### src/rtl/text_cell_sequencer.sv
// text_cell_sequencer: character-cell text datapath feeding the font ROM.
// Single-port cell buffer shared by display fetch, host writes and clear.
module text_cell_sequencer #(
   parameter int         COLS     = 16,
   parameter int         ROWS     = 4,
   parameter int         ORIGIN_X = 8,
   parameter int         ORIGIN_Y = 300,
   parameter logic [3:0] BLANK    = 4'd15,
   parameter int         AW       = 6
) (
   input  logic          clk,
   input  logic          rst,
   input  logic          pix_en,
   input  logic [9:0]    x,
   input  logic [9:0]    y,
   input  logic          valid,
   input  logic          clr,
   input  logic          wr_req,
   input  logic [AW-1:0] wr_addr,
   input  logic [3:0]    wr_data,
   output logic          wr_ack,
   output logic          busy,
   output logic [3:0]    char,
   output logic [2:0]    rownum,
   output logic          font_en,
   input  logic [7:0]    pixels,
   output logic          out_px
);

   localparam int CW    = $clog2(COLS);
   localparam int RW    = $clog2(ROWS);
   localparam int DEPTH = COLS * ROWS;
   localparam int IW    = CW + RW;

   localparam logic [9:0] X0 = 10'(ORIGIN_X);
   localparam logic [9:0] X1 = 10'(ORIGIN_X + 8 * COLS);
   localparam logic [9:0] Y0 = 10'(ORIGIN_Y);
   localparam logic [9:0] Y1 = 10'(ORIGIN_Y + 8 * ROWS);

   localparam logic [IW-1:0] LAST = IW'(DEPTH - 1);

   typedef enum logic {ST_IDLE, ST_CLEAR} state_t;

   state_t          r_state;
   logic [IW-1:0]   r_cnt;
   logic            r_busy;
   logic            r_ack;

   logic [3:0]      r_mem [DEPTH];
   logic [3:0]      r_rd_data;

   logic            r_hit1;
   logic [2:0]      r_grow1;
   logic [2:0]      r_bit1;
   logic [2:0]      r_bit2;
   logic [3:0]      r_char;
   logic [2:0]      r_row;
   logic            r_fen;
   logic            r_px;

   logic [CW+2:0]   w_dx;
   logic [RW+2:0]   w_dy;
   logic            w_hit;
   logic [IW-1:0]   w_rd_addr;
   logic            w_disp;
   logic            w_free;
   logic            w_clr_we;
   logic            w_host_we;
   logic            w_wr_in;

   // only the low bits of the offsets are needed for cell and glyph position
   assign w_dx      = x[CW+2:0] - X0[CW+2:0];
   assign w_dy      = y[RW+2:0] - Y0[RW+2:0];
   assign w_hit     = valid & (x >= X0) & (x < X1) & (y >= Y0) & (y < Y1);
   assign w_rd_addr = {w_dy[RW+2:3], w_dx[CW+2:3]};

   assign w_disp    = pix_en & w_hit;
   assign w_free    = ~w_disp;
   assign w_clr_we  = (r_state == ST_CLEAR) & w_free;
   assign w_host_we = ~r_busy & w_free & wr_req & ~r_ack;

   generate
      if (DEPTH < (2 ** AW)) begin : g_range
         assign w_wr_in = (wr_addr < AW'(DEPTH));
      end else begin : g_full
         assign w_wr_in = 1'b1;
      end
   endgenerate

   always_ff @(posedge clk) begin
      if (w_disp) begin
         r_rd_data <= r_mem[w_rd_addr];
      end else if (w_clr_we) begin
         r_mem[r_cnt] <= BLANK;
      end else if (w_host_we && w_wr_in) begin
         r_mem[wr_addr[IW-1:0]] <= wr_data;
      end
   end

   always_ff @(posedge clk or posedge rst) begin
      if (rst) begin
         r_hit1  <= 1'b0;
         r_grow1 <= 3'd0;
         r_bit1  <= 3'd0;
         r_bit2  <= 3'd0;
         r_char  <= BLANK;
         r_row   <= 3'd0;
         r_fen   <= 1'b0;
         r_px    <= 1'b0;
      end else if (pix_en) begin
         r_hit1  <= w_hit;
         r_grow1 <= w_dy[2:0];
         r_bit1  <= w_dx[2:0];
         r_char  <= r_hit1 ? r_rd_data : BLANK;
         r_row   <= r_grow1;
         r_fen   <= r_hit1;
         r_bit2  <= r_bit1;
         r_px    <= r_fen & pixels[3'd7 - r_bit2];
      end
   end

   always_ff @(posedge clk or posedge rst) begin
      if (rst) begin
         r_state <= ST_CLEAR;
         r_cnt   <= '0;
         r_busy  <= 1'b1;
         r_ack   <= 1'b0;
      end else begin
         r_ack <= w_host_we;
         case (r_state)
            ST_IDLE: begin
               if (clr) begin
                  r_state <= ST_CLEAR;
                  r_cnt   <= '0;
                  r_busy  <= 1'b1;
               end
            end
            ST_CLEAR: begin
               if (clr) begin
                  r_cnt <= '0;
               end else if (w_free) begin
                  r_cnt <= r_cnt + 1'b1;
                  if (r_cnt == LAST) begin
                     r_state <= ST_IDLE;
                     r_busy  <= 1'b0;
                  end
               end
            end
            default: r_state <= ST_IDLE;
         endcase
      end
   end

   assign wr_ack  = r_ack;
   assign busy    = r_busy;
   assign char    = r_char;
   assign rownum  = r_row;
   assign font_en = r_fen;
   assign out_px  = r_px;

endmodule

### config.mk
export PLATFORM = sky130hd
export DESIGN_NAME = text_cell_sequencer
export DESIGN_NICKNAME = d
export VERILOG_FILES = /design/src/rtl/text_cell_sequencer.sv
export SDC_FILE = /design/constraint.sdc
export NUM_CORES = 1
export LEC_CHECK = 0
export CAP_MARGIN = 20
export CORE_MARGIN = 3
export CORE_UTILIZATION = 50
export DETAILED_ROUTE_END_ITERATION = 7
export PLACE_DENSITY = 0.78
export REMOVE_ABC_BUFFERS = 1
export SYNTH_ARGS = -nofsm -noshare
export SYNTH_HDL_FRONTEND = slang
export SYNTH_SLANG_ARGS = --single-unit
### constraint.sdc
create_clock -name clk -period 2.7 [get_ports clk]
set_input_delay 0.27 -clock clk [delete_from_list [all_inputs] [get_ports clk]]
set_output_delay 0.27 -clock clk [all_outputs]
set_load 0.1 [all_outputs]
Word-level counts from Yosys, hierarchy flattened
Memories as Yosys holds them, arrays and structs flattened. A register that Yosys moved wholly into a read port is not among the register bits.
Index checks and enable logic that the tools add are counted.
- output and inout port bits: 11
- register bits after elaboration: 28
- memory bits (writable): 256
- memories: 1
- memories (name ; depth ; width ; rd ports ; clocked after Yosys merged registers in ; wr ports ; line ; RTL):
    r_mem ; 64 ; 4 ; 1 ; 1 ; 1 ; 49 ; logic [3:0] r_mem [DEPTH];
- add/subtract/negate cells: 4
- bitwise operators: 14
- $lt $le $gt $ge: 5
- equality and inequality tests: 6
- mux-type cells: 27
- reductions and logical operators: 3
- operators by type and width (kind ; number):
    6-bit two-way mux ; 4
    1-bit two-way mux ; 17
    6-bit case mux with 2 select lines ; 1
    1-bit bitwise AND ; 10
    10-bit by 4-bit >= comparator with 1-bit output (second input constant) ; 1
    10-bit by 9-bit >= comparator with 1-bit output (second input constant) ; 1
    10-bit by 8-bit less-than comparator with 1-bit output (second input constant) ; 1
    10-bit by 9-bit less-than comparator with 1-bit output (second input constant) ; 1
    4-bit two-way mux ; 2
    7-bit by 4-bit subtractor with 7-bit output (second input constant) ; 1
    6-bit by 1-bit adder with 6-bit output (second input constant) ; 1
    6-bit equality test (second input constant) ; 1
    2-bit != test (second input constant) ; 3
    5-bit by 4-bit subtractor with 5-bit output (second input constant) ; 1
    3-bit by 4-bit less-than comparator with 1-bit output (second input constant) ; 1
    1-bit NOT ; 4
    1-bit case mux with 2 select lines ; 2
    4-bit AND reduction ; 1
    4-bit OR reduction ; 1
    1-bit binary-select mux with 3-bit select ; 1
    3-bit != test (second input constant) ; 1
    3-bit subtractor (first input constant) ; 1
    2-bit by 1-bit != test with 1-bit output (second input constant) ; 1
    2-bit AND reduction ; 1

Logic depth before layout (Yosys ltp)
Gate-level depths: netlist of the first run.
- depth in word-level cells: 16
- mapped depth: 12

Worst setup path after synthesis of the first run
OpenSTA, ideal clock, no wires.
- path kind: input -> register
- start point: input port x[3]
- end point: register r_rd_data[1] (read register of r_mem) (data pin)
- data required time: 2434 ps
- setup slack: 16 ps
- arrival time: 2418 ps
- stages on the path: 11
- setup time: 266 ps
- path through: buf_6 > buf_4 > buf_4 > inv_1 > ha_1 > buf_2 > clkbuf_1 > mux4_2 > a21boi_0 > nor4_1 > nor4_1
- word-level cells in the longest chain between the ends: 6
- ends and longest elaborated chain (what ; line ; RTL):
    start: declaration ; 14 ; input logic [9:0] x,
    10-bit by 4-bit >= comparator with 1-bit output ; 74 ; assign w_hit = valid & (x >= X0) & (x < X1) & (y >= Y0) & (y < Y1);
    1-bit bitwise AND (4 in a row) ; 74 ;
    1-bit bitwise AND ; 77 ; assign w_disp = pix_en & w_hit;
    end: declaration ; 50 ; logic [3:0] r_rd_data;
Several ways; a longest one is shown, not always the timed one.
A chain may end at the register's enable or synchronous reset.

Worst setup path in the final report of the first run
- start point: input port y[2]
- end point: memory r_mem[43][0] (enable)
- word-level cells in the longest chain between the ends: 14
- ends and longest elaborated chain (what ; line ; RTL):
    start: declaration ; 15 ; input logic [9:0] y,
    10-bit by 9-bit >= comparator with 1-bit output ; 74 ;
    1-bit bitwise AND ; 74 ;
    1-bit bitwise AND (*) ; 74 ;
    1-bit bitwise AND (*) ; 77 ;
    1-bit NOT ; 78 ; assign w_free = ~w_disp;
    1-bit bitwise AND (3 in a row) ; 80 ; assign w_host_we = ~r_busy & w_free & wr_req & ~r_ack;
    1-bit two-way mux ; 95 ; end else if (w_host_we && w_wr_in) begin
    1-bit two-way mux ; 93 ; end else if (w_clr_we) begin
    1-bit two-way mux ; 91 ; if (w_disp) begin
    1-bit two-way mux (implied by the code) ; 96 ; r_mem[wr_addr[IW-1:0]] <= wr_data;
    4-bit OR reduction (no line) ; - ;
    6-bit two-way mux (no line) / 1-bit two-way mux (equally long branches) ; - ;
    end: declaration ; 49 ;
Mark *: on every way between the ends. The rest lies on a longest branch, timed or not.

==> results of run 1 <==
## power by group through the flow
stage	combinational [W]	clock [W]	sequential, W
after floorplan	0.000347	0	0.00501
after global placement	0.000767	0	0.00495
after detailed placement	0.000778	0	0.00495
after CTS	0.000783	0.00401	0.00486
after global routing	0.000829	0.00420	0.00486
final	0.000786	0.00394	0.00486
## per-layer routing
layer,global-route usage [%],routed length [um],part of all wire [%],vias up
met4,6.59,765,2.8,0
met1,28.9,10900,39,3594
met5,0,0,0,-
met2,36.3,14000,50,318
met3,2.87,2060,7.4,66
li1,-,-,-,3121
## sequential cells by signal, indices dropped and copies added, names as in the netlist
| name | flops |
|---|---|
| out_px | 1 |
| r_cnt | 6 |
| r_bit1 | 3 |
| r_bit2 | 3 |
| font_en | 1 |
| r_hit1 | 1 |
| r_state | 1 |
| r_rd_data | 4 |
| r_mem | 256 |
| r_grow1 | 3 |
| char | 4 |
| rownum | 3 |
| wr_ack | 1 |
| busy | 1 |
## cell usage after synthesis, drive strengths merged, types with 2 or more instances
| cell type | n |
|---|---|
| nor4 | 23 |
| ha | 5 |
| and3 | 2 |
| inv | 34 |
| nand3 | 8 |
| or4b | 3 |
| nand2b | 11 |
| nor3b | 2 |
| dfstp | 6 |
| o22a | 3 |
| a21boi | 29 |
| buf | 19 |
| o22ai | 8 |
| mux2i | 18 |
| mux4 | 66 |
| edfxtp | 260 |
| o21ai | 23 |
| nor3 | 19 |
| mux2 | 11 |
| or2 | 5 |
| clkbuf | 15 |
| dfrtp | 22 |
| nand2 | 18 |
| a31oi | 2 |
| nor2 | 90 |
| a21oi | 3 |
| nand3b | 2 |
| nor2b | 11 |
| and2b | 2 |
## worst max-delay path, delay by kind of cell
family | cells | cell delay [ns]
AOI/OAI and AO/OA | 2 | 0.32
adders and majority gates | 1 | 0.22
buffers and inverters | 2 | 0.64
muxes | 1 | 0.46
and+or+nand+nor | 2 | 0.87
## layout by cell type (no fill, tap or decap), types with 16 or more instances in the layout
cell,count
dfrtp_1,22
mux4_2,66
nand2_1,18
clkbuf_16,29
nor2_1,90
buf_12,16
nor3_1,18
buf_4,71
a21boi_0,29
inv_1,34
nor4_1,22
edfxtp_1,260
mux2i_1,18
o21ai_0,21
clkdlybuf4s50_1,42
## logic make-up (layout without fill, tap and decap cells)
kind of cell | count (synthesis) | in the layout | synth area share (%)
fa+ha+maj | 5 | 5 | 0.512
buf+inv | 68 | 215 | 2.63
simple gates | 201 | 201 | 8.26
flops | 288 | 288 | 69.6
other cells | 0 | 1 | 0
compound gates | 76 | 76 | 4.18
xor+xnor | 2 | 2 | 0.143
mux | 95 | 95 | 14.6
## cell type report
cell class,instances,area share [%]
Antenna cell,1,0.0171
Timing Repair Buffer,129,8.68
Clock buffer,36,5.33
Inverter,34,0.870
Multi-Input combinational cell,379,23.1
Tap cell,319,2.72
Clock inverter,16,1.19
Sequential cell,288,58.1
## through the flow
step                      hold slack (ns)  instance area (um2)  worst slack (ns)  std cells
final                              0.0947                14700             0.178       1202
after global routing                0.139                14700            0.0603       1202
after floorplan                     0.331                12000            -0.273        701
after global placement              0.448                13700            -0.273       1149
after CTS                          0.0980                14700             0.202       1201
after detailed placement            0.466                13700            -0.347       1149
## worst max-delay path by stage
stage                     start           end  slack (ns)  depth (start not counted)
after CTS                  y[2]  r_mem[49][1]        0.20                          9
after global routing       y[2]  r_mem[43][1]        0.06                          8
final                      y[2]  r_mem[43][0]        0.18                          8
after global placement     y[2]  r_mem[52][3]       -0.27                          9
after floorplan            x[3]  r_rd_data[0]       -0.27                          6
after detailed placement   y[2]  r_mem[55][3]       -0.35                          9
==> results.toml, run 1 <==
[status]
status = "finished clean"

[power]
ir_drop_uv = 710
p_total_w = 0.00959
pwr-share-clk_pct = 41.1
power-per-cell-area_mw_per_mm2 = 654
p_sw_w = 0.00206
seqPwrFrac_pct = 50.7
internal_power_w = 0.00753
combPwrFrac_pct = 8.2
p_leak_nw = 5.26
p_sw_share_pct = 21.5

[yosys]
synth_area_leaders = "edfxtp_1 64%, mux4_2 12%, dfrtp_1 4.5%, nor2_1 2.8%, a21boi_0 1.8%"
avgSynthCellArea_um2 = 16.6
ys_warn_count = 0
synth_edf_count = 260
synthCells = 735
synth_top_area_cell = "edfxtp_1"
ys_ff_latch = 288
synth.distinct_cells = 53
async_reset_ff_share_pct = 9.72
ys_seq_area_share_pct = 69.6
synth_flop_cell = "edfxtp_1"
synth_top_area_share_pct = 63.8
netlist_area_mm2 = 0.0122

[worst_setup_path]
crit_fanout = 17
reg2reg_from = "r_state"
worstSetupPathType = "in -> reg"
worstSetupEndpointType = "flop"
r2r_end = "r_mem[54][1]"
arrival_ns = 2.79
slowest_stage = "or4b_2"
rrSetupSlack_ns = 0.25
cp_data_required_time_ns = 2.96
ff2ff_path_depth = 6
timing.critical_path.cells = "clkdlybuf4s50_1, ha_1, or4b_2, o21ai_2, a31o_2, buf_12, mux2i_1, nor2_1"
cp-start-kind = "primary input"
slowest_delay_ns = 0.67

[floorplanning]
core_area_mm2 = 0.0238
die-height_um = 162
ios = 55
rows = 56
start_util_pct = 51.5
dieArea_mm2 = 0.0264
die_w_um = 162

[final_layout]
fill_cells = 1641
register_area_mm2 = 0.00852
post-route-util_pct = 61.8
final_nets = 909
area_growth_pct = 20.0
drive_above_1_share_pct = 26.3
multi_input_area_mm2 = 0.00339

[grt]
grt_max_degree = 41
grt_antenna_before_repair = 1
grt_pass1_wl_um = 42800
track_usage_pct = 21.3
grt_pass1_vias = 7260
grt-ovfl-total = 0

[timing]
slew_viol_final = 0
post-route-period-util_pct = 93.4
tightest_slew_ns = 0.745
final-hold-violation-count = 0
setup_violations = 0
setup_tns_ns = 0
clock.fmax_mhz = 397
fin_crit_ns = 2.52
fin_skew_ns = 0.0103
slew_headroom_pct = 49.8
rsz0062_at_grt = "false"

[routing]
ant_nets = 0
vias = 7099
wirelength_um = 27700
firstDrtPassIters = 5
viasPerCell = 5.91
drt_iter0_markers = 624
drc_errors = 0
wl_per_cell_um = 23.1

[placement]
place.gp.congestion = 0.839
dp_hpwl_um = 18800
port_buffers = 54

[job]
cap_viol_max_count = 0

[cts]
cts.repair.resized = 0
h-tree-depth = 1
clockBufferDepth = 3
worstSkewPairLatency_ns = 0.54
clkTransAtPathRegs_ns = 0.06
cts_tree = "done"
cts_hold_buf = 0
cts_buffers = 28
post_cts_buffers = 0
cts_root_buf = "clkbuf_16"
clock_sinks = 288

[min_path]
min_path_type = "in -> async"
Note: power is estimated with default switching activity, not from simulation.
==> run 2, diff against run 1 <==
- HOLD_SLACK_MARGIN: default -> 0.05
==> results of run 2 <==
Final layout, timing and power as in run 1 (identical DEF).
